$ cat config.mk
export PLATFORM = sky130hd
export DESIGN_NAME = lsu_ctrl
export DESIGN_NICKNAME = d
export VERILOG_FILES = /design/src/rtl/lsu_ctrl.sv
export SDC_FILE = /design/constraint.sdc
export NUM_CORES = 1
export LEC_CHECK = 0
export CORE_MARGIN = 3
export CORE_UTILIZATION = 39
export DETAILED_ROUTE_END_ITERATION = 16
export PLACE_DENSITY = 0.74
export SKIP_CTS_REPAIR_TIMING = 1
export SLEW_MARGIN = 20
export SYNTH_ARGS = -nofsm -noshare
export SYNTH_HDL_FRONTEND = slang
export SYNTH_SLANG_ARGS = --single-unit
$ cat constraint.sdc
create_clock -name clk -period 7.1 [get_ports clk]
set_input_delay 2.13 -clock clk [delete_from_list [all_inputs] [get_ports clk]]
set_output_delay 2.13 -clock clk [all_outputs]
set_load 0.05 [all_outputs]
$ cat src/rtl/lsu_ctrl.sv
// lsu_ctrl: load/store control between the MEM stage and a word-wide,
// big-endian data memory (DM). Accepts byte/half/word loads and stores,
// flags misaligned requests without touching DM, performs word loads
// with lane extraction and sign/zero extension, and performs sub-word
// stores as a read-modify-write of the containing word.
//
// Ports
//   clk, rst          clock, asynchronous active-high reset
//   req_valid/ready   request handshake; accept on valid & ready edge
//   req_write         1 = store, 0 = load
//   req_size          00 byte, 01 half, 10 word, 11 treated as word
//   req_signed        load extension select (ignored for word loads)
//   req_addr          byte address
//   req_wdata         right-justified store data
//   resp_valid        one-cycle completion pulse
//   resp_rdata        extended load result (0 for stores and faults), held
//   resp_misaligned   fault flag, held with resp_rdata
//   dm_addr           DM word index (latched byte address >> 2)
//   dm_wdata          merged write word, 0 outside WRITE
//   dm_write/dm_read  DM strobes, mutually exclusive
//   dm_rdata          DM combinational read data
//
// state  | meaning
// IDLE   | ready for a request; latch fields on accept
// LOAD   | read DM word, capture extracted/extended result
// RMW_RD | read DM word into merge buffer for a sub-word store
// WRITE  | write merged word (or full store word) to DM
// RESP   | response pulse, then back to IDLE
module lsu_ctrl #(
    parameter int WORD_WIDTH = 32
) (
    input  logic                  clk,
    input  logic                  rst,
    input  logic                  req_valid,
    output logic                  req_ready,
    input  logic                  req_write,
    input  logic [1:0]            req_size,
    input  logic                  req_signed,
    input  logic [WORD_WIDTH-1:0] req_addr,
    input  logic [WORD_WIDTH-1:0] req_wdata,
    output logic                  resp_valid,
    output logic [WORD_WIDTH-1:0] resp_rdata,
    output logic                  resp_misaligned,
    output logic [WORD_WIDTH-1:0] dm_addr,
    output logic [WORD_WIDTH-1:0] dm_wdata,
    output logic                  dm_write,
    output logic                  dm_read,
    input  logic [WORD_WIDTH-1:0] dm_rdata
);

    typedef enum logic [2:0] {
        S_IDLE,
        S_LOAD,
        S_RMW_RD,
        S_WRITE,
        S_RESP
    } state_t;

    state_t state, state_nxt;

    logic [1:0]            size_q;
    logic                  sgn_q;
    logic [WORD_WIDTH-1:0] addr_q;
    logic [WORD_WIDTH-1:0] wdata_q;
    logic [WORD_WIDTH-1:0] merge_q;
    logic [WORD_WIDTH-1:0] rdata_q;
    logic                  mis_q;

    logic                  accept;
    logic                  req_mis;
    logic [7:0]            lane_b;
    logic [15:0]           lane_h;
    logic [WORD_WIDTH-1:0] load_ext;
    logic [WORD_WIDTH-1:0] merged;

    assign accept = req_valid && (state == S_IDLE);

    // Size 11 is handled as a word everywhere, so size[1] means "word".
    always_comb begin
        req_mis = 1'b0;
        if (req_size == 2'b01)
            req_mis = req_addr[0];
        else if (req_size[1])
            req_mis = |req_addr[1:0];
    end

    // Big-endian lanes: byte offset 0 is the most significant byte.
    always_comb begin
        lane_b = 8'h00;
        case (addr_q[1:0])
            2'd0: lane_b = dm_rdata[31:24];
            2'd1: lane_b = dm_rdata[23:16];
            2'd2: lane_b = dm_rdata[15:8];
            default: lane_b = dm_rdata[7:0];
        endcase
        lane_h = addr_q[1] ? dm_rdata[15:0] : dm_rdata[31:16];
        case (size_q)
            2'b00: load_ext = sgn_q ? {{(WORD_WIDTH-8){lane_b[7]}}, lane_b}
                                    : {{(WORD_WIDTH-8){1'b0}}, lane_b};
            2'b01: load_ext = sgn_q ? {{(WORD_WIDTH-16){lane_h[15]}}, lane_h}
                                    : {{(WORD_WIDTH-16){1'b0}}, lane_h};
            default: load_ext = dm_rdata;
        endcase
    end

    always_comb begin
        merged = merge_q;
        case (size_q)
            2'b00: begin
                case (addr_q[1:0])
                    2'd0: merged[31:24] = wdata_q[7:0];
                    2'd1: merged[23:16] = wdata_q[7:0];
                    2'd2: merged[15:8]  = wdata_q[7:0];
                    default: merged[7:0] = wdata_q[7:0];
                endcase
            end
            2'b01: begin
                if (addr_q[1])
                    merged[15:0] = wdata_q[15:0];
                else
                    merged[31:16] = wdata_q[15:0];
            end
            default: merged = wdata_q;
        endcase
    end

    always_ff @(posedge clk or posedge rst) begin
        if (rst)
            state <= S_IDLE;
        else
            state <= state_nxt;
    end

    always_comb begin
        state_nxt = state;
        req_ready = 1'b0;
        resp_valid = 1'b0;
        dm_read = 1'b0;
        dm_write = 1'b0;
        dm_wdata = '0;
        case (state)
            S_IDLE: begin
                req_ready = 1'b1;
                if (req_valid) begin
                    if (req_mis)
                        state_nxt = S_RESP;
                    else if (!req_write)
                        state_nxt = S_LOAD;
                    else if (req_size[1])
                        state_nxt = S_WRITE;
                    else
                        state_nxt = S_RMW_RD;
                end
            end
            S_LOAD: begin
                dm_read = 1'b1;
                state_nxt = S_RESP;
            end
            S_RMW_RD: begin
                dm_read = 1'b1;
                state_nxt = S_WRITE;
            end
            S_WRITE: begin
                dm_write = 1'b1;
                dm_wdata = merged;
                state_nxt = S_RESP;
            end
            S_RESP: begin
                resp_valid = 1'b1;
                state_nxt = S_IDLE;
            end
            default: state_nxt = S_IDLE;
        endcase
    end

    // Result and fault flag only change on the edge that enters RESP, so
    // they hold the previous response throughout the next operation.
    always_ff @(posedge clk or posedge rst) begin
        if (rst) begin
            size_q  <= '0;
            sgn_q   <= 1'b0;
            addr_q  <= '0;
            wdata_q <= '0;
            merge_q <= '0;
            rdata_q <= '0;
            mis_q   <= 1'b0;
        end else begin
            if (accept) begin
                size_q  <= req_size;
                sgn_q   <= req_signed;
                addr_q  <= req_addr;
                wdata_q <= req_wdata;
                if (req_mis) begin
                    rdata_q <= '0;
                    mis_q   <= 1'b1;
                end
            end
            if (state == S_LOAD) begin
                rdata_q <= load_ext;
                mis_q   <= 1'b0;
            end
            if (state == S_RMW_RD)
                merge_q <= dm_rdata;
            if (state == S_WRITE) begin
                rdata_q <= '0;
                mis_q   <= 1'b0;
            end
        end
    end

    assign dm_addr         = {2'b00, addr_q[WORD_WIDTH-1:2]};
    assign resp_rdata      = rdata_q;
    assign resp_misaligned = mis_q;

endmodule
==> results.yml <==
setup_path:
  cp_slowest_cell: "clkdlybuf4s50_1"
  reg2reg_from: "state[1]"
  max_stage_delay_ps: 840
  end_kind: "output port"
  reg2reg_slack_ps: 4600
  path_depth: 5
  cp-startpoint: "size_q[0]"
  r2r_cells: 5
  arrival_ps: 3540
  crit_family: "simple AND/OR/NAND/NOR gates"
  path_cells: "nor2_1, o21a_1, mux2i_1, nor2_1, clkdlybuf4s50_1"
  cp_common_cell: "nor2_1"
  worstSetupPathType: "flop to output port"
  reg2reg_to: "resp_rdata[22]"
  startpoint_type: "flop"
  path_buf_inv: 1
  cp_max_fo: 16
  required_ps: 4970
  cp-endpoint: "dm_wdata[4]"
place:
  dp_hpwl_mm: 14.3
  portBuffers: 201
  place_congestion: 0.903
  place_inst: 946
global_route:
  grt_overflow: 0
  grt_pass1_wl_mm: 29.5
  first_global_vias: 5203
  grt_max_degree: 70
  grt_use_total: 0.208
  antenna_found_initial: 0
synth:
  yosysSeqAreaShare: 0.511
  async_reset_ff_frac: 1.00
  synth.area.top_cells: "dfrtp_1 (51%), mux2_2 (16%), nand2_1 (4.6%), buf_4 (3.7%), mux2i_1 (2.7%)"
  syn-cell-area_mm2: 0.00661
  synth_area_leader_cell: "dfrtp_1"
  synth_seq_cells: 135
  ys.warnings.count: 0
  synth_edf_count: 0
  netlist_instances: 597
  synth_cell_type_count: 42
  yosys_most_used_dff: "dfrtp_1"
  synth.top_cell.area_share: 0.511
  synth_area_per_cell_um2: 11.1
floorplan:
  rows: 46
  dieArea_mm2: 0.0186
  start_util: 0.407
  die_y_um: 136
  core_mm2: 0.0162
  dieWidth_um: 136
  ioPinCount: 204
final_layout:
  final_common_cell: "clkdlybuf4s50_1"
  regArea_mm2: 0.00338
  area_growth_pct: 38.0
  mostFrequentLayoutCells: "clkdlybuf4s50_1 (201), dfrtp_1 (135), mux2_2 (94), nand2_1 (81), nor2_1 (29)"
  fin_nets: 852
  multi_input_area_mm2: 0.00278
  drive_above_1_share: 0.198
  antenna_cells: 0
  fillCellCount: 1366
  layoutNonFillerInstCount: 978
sta:
  fin_worst_skew_ps: 5.54
  period_minus_slack_ps: 5670
  rsz0062_at_grt: "false"
  period_share: 0.798
  tightest_slew_ps: 1050
  fin_setup_tns_ps: 0
  max_freq_mhz: 176
  setup_viol: 0
  relSlewSlack: 0.298
  maxSlewViolCount: 0
  hold_violations: 0
pwr:
  pwr_density_cell_mw_per_mm2: 503
  p_leak_nw: 3.81
  peakVddDrop_mv: 0.226
drt:
  ant_nets: 0
  drt_wl_total_mm: 19.3
  vias: 5274
  drt_first_pass_iters: 7
  drtIter0Drc: 543
  viasPerCell: 5.39
  wl_per_cell_um: 19.7
  drc: 0
clock_network:
  cts_tree: "built"
  clock_sinks: 135
  clk_pin_slew_ps: 60
  clockBufferDepth: 2
  cts_buffers: 17
  clk_latency_ps: 420
  root_buffer: "clkbuf_16"
  cts-htree-levels: 4
outcome:
  status: "finished clean"
run:
  cap_viol_max_count: 0
min_path:
  hold_path_class: "flop to flop"
cells in the mapped netlist, types with 2 or more instances:
master and n:
buf_2 6, buf_6 4, buf_4 33, clkbuf_1 29, o2bb2ai_1 15, a222oi_1 8
nand2_1 81, mux2i_1 18, nor2_1 30, inv_1 6, mux2_2 94, dfrtp_1 135
o21ai_0 28, a21oi_1 25, buf_1 4, nor3_1 13, a31oi_1 2, o21bai_1 2
nor3b_1 3, a22o_1 7, a221o_1 16, o21a_1 2, nand2b_1 3, or2_2 8
a221oi_1 7, and2_1 2
cell families after synthesis:
group | Yosys count | share of synthesized area
and+or+nand+nor | 146 | 0.0959
DFF | 135 | 0.511
AOI/OAI and AO/OA | 120 | 0.134
muxes | 112 | 0.187
buffers and inverters | 83 | 0.0715
other | 1 | 0.000567
report_power, final:
| group | leakage, nW | internal (mW) | switching, mW |
|---|---|---|---|
| Sequential | 1.66 | 1.12 | 0.311 |
| Combinational | 1.86 | 0.937 | 1.32 |
| Clock | 0.291 | 0.567 | 0.334 |
| Total | 3.81 | 2.63 | 1.97 |
stage by stage:
step           worst slack [ps]  cell area, µm²  hold slack (ps)  utilization  power (mW)
2_1_floorplan              1360            6620              468            -        3.13
3_3_place_gp               2080            8510              478        0.525        3.62
3_5_place_dp               1910            8510              480        0.525        3.69
4_1_cts                    1460            9120              495        0.562        4.60
5_1_grt                    1210            9130              508        0.562        4.82
6_report                   1430            9130              493        0.562        4.59
worst reg2reg max path, delay by kind of cell (launching register included):
family,cells,cell delay [ps]
and+or+nand+nor,2,960
DFF,1,470
buffers and inverters,1,250
AOI/OAI and AO/OA,2,690
registers in the layout, indices dropped and copies added (netlist names):
register,cells
addr_q,32
merge_q,32
resp_misaligned,1
resp_rdata,32
sgn_q,1
size_q,2
state,3
wdata_q,32
how the worst min path moves through the flow:
stage / cells past startpoint / slack (ps) / startpoint / to
2_1_floorplan: 2 / 470 / wdata_q[15] / wdata_q[15]
3_3_place_gp: 1 / 480 / resp_rdata[15] / resp_rdata[15]
3_5_place_dp: 1 / 480 / resp_rdata[13] / resp_rdata[13]
4_1_cts: 1 / 500 / resp_rdata[15] / resp_rdata[15]
5_1_grt: 1 / 510 / addr_q[30] / addr_q[30]
6_report: 1 / 490 / resp_rdata[15] / resp_rdata[15]
layout make-up:
class                   count  area share
flip-flops and latches    135       0.370
multi-input cells         380       0.304
repair buffers            208       0.226
well taps                 216      0.0296
clock inverters            13      0.0169
inverters                   7     0.00343
clock buffers              19      0.0496
layer usage:
layer	vias up	track usage	share of wire
met5	-	0	0
met4	0	0.0689	0.019
met3	25	0.0374	0.065
met2	219	0.335	0.49
met1	2624	0.284	0.43
li1	2406	-	-
Power figures use the tool's default switching activity.
